<file path="src/rtl/reg_alarm_if.sv">
// Alarm register bus: set keys in, alarm time fields out.
// The watch controller is the master; the alarm register is the slave.
interface reg_alarm_if;
    logic       minute_set;
    logic       hour_set;
    logic [5:0] second_data;
    logic [5:0] minute_data;
    logic [5:0] hour_data;

    modport master (
        output minute_set,
        output hour_set,
        input  second_data,
        input  minute_data,
        input  hour_data
    );

    modport slave (
        input  minute_set,
        input  hour_set,
        output second_data,
        output minute_data,
        output hour_data
    );
endinterface

</file>
<file path="src/rtl/reg_alarm.sv">
// Alarm-time storage: hour and minute fields that auto-increment while their
// set key is held; the alarm second is fixed at zero.
module reg_alarm #(
    parameter int MINUTE_MAX = 59,
    parameter int HOUR_MAX   = 23
) (
    input  logic        clock,
    input  logic        reset,
    reg_alarm_if.slave  bus
);

    logic [5:0] minute;
    logic [5:0] hour;

    // NOTE: state registers use non-blocking assignments so every field
    // updates from the values present before the edge.
    always_ff @(posedge clock) begin
        if (reset) begin
            minute <= '0;
            hour   <= '0;
        end else begin
            // Fields wrap independently; a minute wrap never carries into hour.
            if (bus.minute_set) begin
                minute <= (minute == 6'(MINUTE_MAX)) ? '0 : minute + 6'd1;
            end
            if (bus.hour_set) begin
                hour <= (hour == 6'(HOUR_MAX)) ? '0 : hour + 6'd1;
            end
        end
    end

    assign bus.second_data = 6'd0;
    assign bus.minute_data = minute;
    assign bus.hour_data   = hour;

endmodule

</file>
<file path="src/flat_wrapper.sv">
// flat-port wrapper written by rule: the top's interface ports become plain ports
module reg_alarm_flat 
#(
    parameter int MINUTE_MAX = 59,
    parameter int HOUR_MAX   = 23
)
  (clock, reset, bus_minute_set, bus_hour_set, bus_second_data, bus_minute_data, bus_hour_data);
  reg_alarm_if bus_i ();
  input  logic clock;
  input  logic reset;
  input wire logic [$bits(bus_i.minute_set)-1:0] bus_minute_set;
  input wire logic [$bits(bus_i.hour_set)-1:0] bus_hour_set;
  output wire logic [$bits(bus_i.second_data)-1:0] bus_second_data;
  output wire logic [$bits(bus_i.minute_data)-1:0] bus_minute_data;
  output wire logic [$bits(bus_i.hour_data)-1:0] bus_hour_data;
  assign bus_i.minute_set = bus_minute_set;
  assign bus_i.hour_set = bus_hour_set;
  assign bus_second_data = bus_i.second_data;
  assign bus_minute_data = bus_i.minute_data;
  assign bus_hour_data = bus_i.hour_data;
  reg_alarm #(.MINUTE_MAX(MINUTE_MAX), .HOUR_MAX(HOUR_MAX)) u_core (.clock(clock), .reset(reset), .bus(bus_i));
endmodule
</file>
<file path="config.mk">
export PLATFORM = sky130hd
export DESIGN_NAME = reg_alarm_flat
export DESIGN_NICKNAME = d
export VERILOG_FILES = /design/src/rtl/reg_alarm_if.sv /design/src/rtl/reg_alarm.sv /design/src/flat_wrapper.sv
export SDC_FILE = /design/constraint.sdc
export NUM_CORES = 1
export LEC_CHECK = 0
export ABC_CLOCK_PERIOD_IN_PS = 3600
export CAP_MARGIN = 30
export CORE_MARGIN = 4
export CORE_UTILIZATION = 44
export CTS_CLUSTER_DIAMETER = 150
export DETAILED_ROUTE_END_ITERATION = 12
export PLACE_DENSITY = 0.91
export REMOVE_ABC_BUFFERS = 1
export SLEW_MARGIN = 20
export SYNTH_ARGS = -nofsm -noshare
export SYNTH_HDL_FRONTEND = slang
export SYNTH_SLANG_ARGS = --single-unit
export TNS_END_PERCENT = 20
</file>
<file path="constraint.sdc">
create_clock -name clock -period 3.6 [get_ports clock]
set_input_delay 1.08 -clock clock [delete_from_list [all_inputs] [get_ports clock]]
set_output_delay 1.08 -clock clock [all_outputs]
set_load 0.01 [all_outputs]
</file>
==> impl_metrics.env <==
export IMPL_postLayoutCoreUtil=0.644
export IMPL_finClkSkew_ps=0.512
export IMPL_max_stage_delay_ps=570
export IMPL_worstRegToRegCells=4
export IMPL_die_area_um2=1960
export IMPL_synth_cell_types=24
export IMPL_cp_max_fo=6
export IMPL_report_final_slew_viol_count=0
export IMPL_leakagePower_nw=0.304
export IMPL_netlist_area_um2=581
export IMPL_cts_resized=0
export IMPL_setup_slack_ps=1250
export IMPL_rsz0062_at_grt="no"
export IMPL_status="completed"
export IMPL_placed_cells=92
export IMPL_hold_depth=2
export IMPL_finalHoldViolCount=0
export IMPL_path_clk_slew_ps=70
export IMPL_seq_area_frac_synth=0.414
export IMPL_cts_root_buf="clkbuf_4"
export IMPL_cts_buffer_depth=2
export IMPL_cts_made_buffers=3
export IMPL_grt_max_degree=9
export IMPL_synth_top_area_share=0.414
export IMPL_ant_nets=0
export IMPL_hold_start="u_core.bus.minute_data[4]"
export IMPL_final_cells=96
export IMPL_syn_inst=65
export IMPL_yosys_top_cells_area="dfxtp_1, buf_4, nor2_1"
export IMPL_cp_depth=1
export IMPL_arrival_ps=1270
export IMPL_antenna_cells=0
export IMPL_routed_wl_mm=1.06
export IMPL_synth_avg_cell_area_um2=8.93
export IMPL_dr_first_iter_drc_count=2
export IMPL_viasPerCell=4.99
export IMPL_post_drt_wl_per_cell_um=11.1
export IMPL_grt_first_pass_wirelength_mm=1.63
export IMPL_crit_start="u_core.bus.hour_data[3]"
export IMPL_yosysWarnings=0
export IMPL_setup_viol=0
export IMPL_pre_cts_ws_ps=1180
export IMPL_syn_to_final_growth_pct=30.0
export IMPL_slowest_stage="clkdlybuf4s50_1"
export IMPL_htreeDepth=1
export IMPL_fin_nets=89
export IMPL_required_ps=2520
export IMPL_path_cells="clkdlybuf4s50_1"
export IMPL_yosys_register_bits=12
export IMPL_ioPinCount=22
export IMPL_clock_latency_ps=270
export IMPL_grt_ovfl_total=0
export IMPL_coreArea_um2=1170
export IMPL_cts_hold_buf=0
export IMPL_p_per_area_nw_per_um2=379
export IMPL_clock_sinks=12
export IMPL_die_x_um=44.3
export IMPL_portBuffers=15
export IMPL_netlist_top_cell_by_area="dfxtp_1"
export IMPL_grt_pass1_vias=394
export IMPL_start_kind="flop"
export IMPL_crit_type="reg -> out"
export IMPL_dp_hpwl_um=851
export IMPL_fin_setup_tns_ps=0
export IMPL_die_height_um=44.3
export IMPL_track_usage=0.114
export IMPL_final_cell_mix="clkdlybuf4s50_1, dfxtp_1, nor2_1"
export IMPL_cts_tree="yes"
export IMPL_min_period_ps=2350
export IMPL_cp_buffers_inverters=1
export IMPL_drc=0
export IMPL_gp_congestion=0.781
export IMPL_maxCapViolCount=0
export IMPL_hold_slack_ps=515
export IMPL_cts_setup_buffers=0
export IMPL_layout_commonest_cell="clkdlybuf4s50_1"
export IMPL_grt_antenna_before_repair=0
export IMPL_ir_worst_vdd_v=0.000232
export IMPL_crit_family="buffers and inverters"
export IMPL_floorplan_initialDensity=0.496
export IMPL_rows=12
export IMPL_min_period_over_period=0.653
export IMPL_first_pass_iters=4
export IMPL_endpoint_kind="output port"
export IMPL_clock_fmax_ghz=0.425
export IMPL_holdCritPathClass="reg -> reg"
export IMPL_num_vias=479
export IMPL_r2r_start="u_core.bus.minute_data[0]"
export IMPL_drive_gt1_frac=0.0854
==> flip-flops by register name, indices dropped and copies added, names as in the netlist <==
signal / count
u_core.bus.hour_data: 6
u_core.bus.minute_data: 6
==> cells in the mapped netlist <==
cell,count
nand4_1,1
buf_4,6
o21ai_0,3
dfxtp_1,12
nand4_2,1
xnor2_1,3
clkbuf_1,1
or3_1,2
and3_2,1
nor2_1,9
a41o_1,1
ha_1,2
a21oi_1,4
nand3_1,1
a31o_2,1
xor2_1,3
conb_1,1
nor2b_1,1
mux2i_1,2
o2111ai_1,1
and3_1,1
nand3b_1,2
inv_1,1
nand2_1,5
==> where the power goes <==
part | internal [W] | total (W) | switching (W)
combinational | 0.0000182 | 0.0000345 | 0.0000164
clock | 0.0000615 | 0.000108 | 0.0000462
sequential | 0.000138 | 0.000143 | 0.00000581
total | 0.000217 | 0.000286 | 0.0000684
==> cell type report <==
type | count | area, um2
Timing Repair Buffer | 15 | 150
Inverter | 1 | 3.75
Tap cell | 14 | 17.5
Fill cell | 88 | 417
Multi-Input combinational cell | 50 | 307
Clock buffer | 4 | 36.3
Sequential cell | 12 | 240
==> final timing paths <==
kind / slack, ps / endpoint
max: 1250 / bus_hour_data[3]
min: 520 / u_core.bus.minute_data[4]
max reg2reg: 2370 / u_core.bus.minute_data[5]
min reg2reg: 520 / u_core.bus.minute_data[4]
==> through the flow <==
| stage | area [um2] | power [W] |
|---|---|---|
| after floorplan | 551 | 0.000162 |
| after global placement | 718 | 0.000180 |
| after detailed placement | 718 | 0.000181 |
| after CTS | 754 | 0.000289 |
| after global routing | 754 | 0.000298 |
| final | 754 | 0.000286 |
==> logic make-up after synthesis <==
family | count (synthesis) | share of synthesized area
AO/OA/AOI/OAI | 10 | 0.108
adder cells (fa/ha/maj) | 2 | 0.0431
AND/OR/NAND/NOR | 24 | 0.213
multiplexers | 2 | 0.0345
buffers and inverters | 8 | 0.0905
other | 1 | 0.00646
XOR/XNOR | 6 | 0.0905
flip-flops | 12 | 0.414
==> layer usage <==
layer | track usage | part of all wire
met4 | 0.0904 | 0.027
met2 | 0.177 | 0.50
met3 | 0.0244 | 0.046
met1 | 0.133 | 0.43
met5 | 0 | 0
Note: power is estimated with default switching activity, not from simulation.
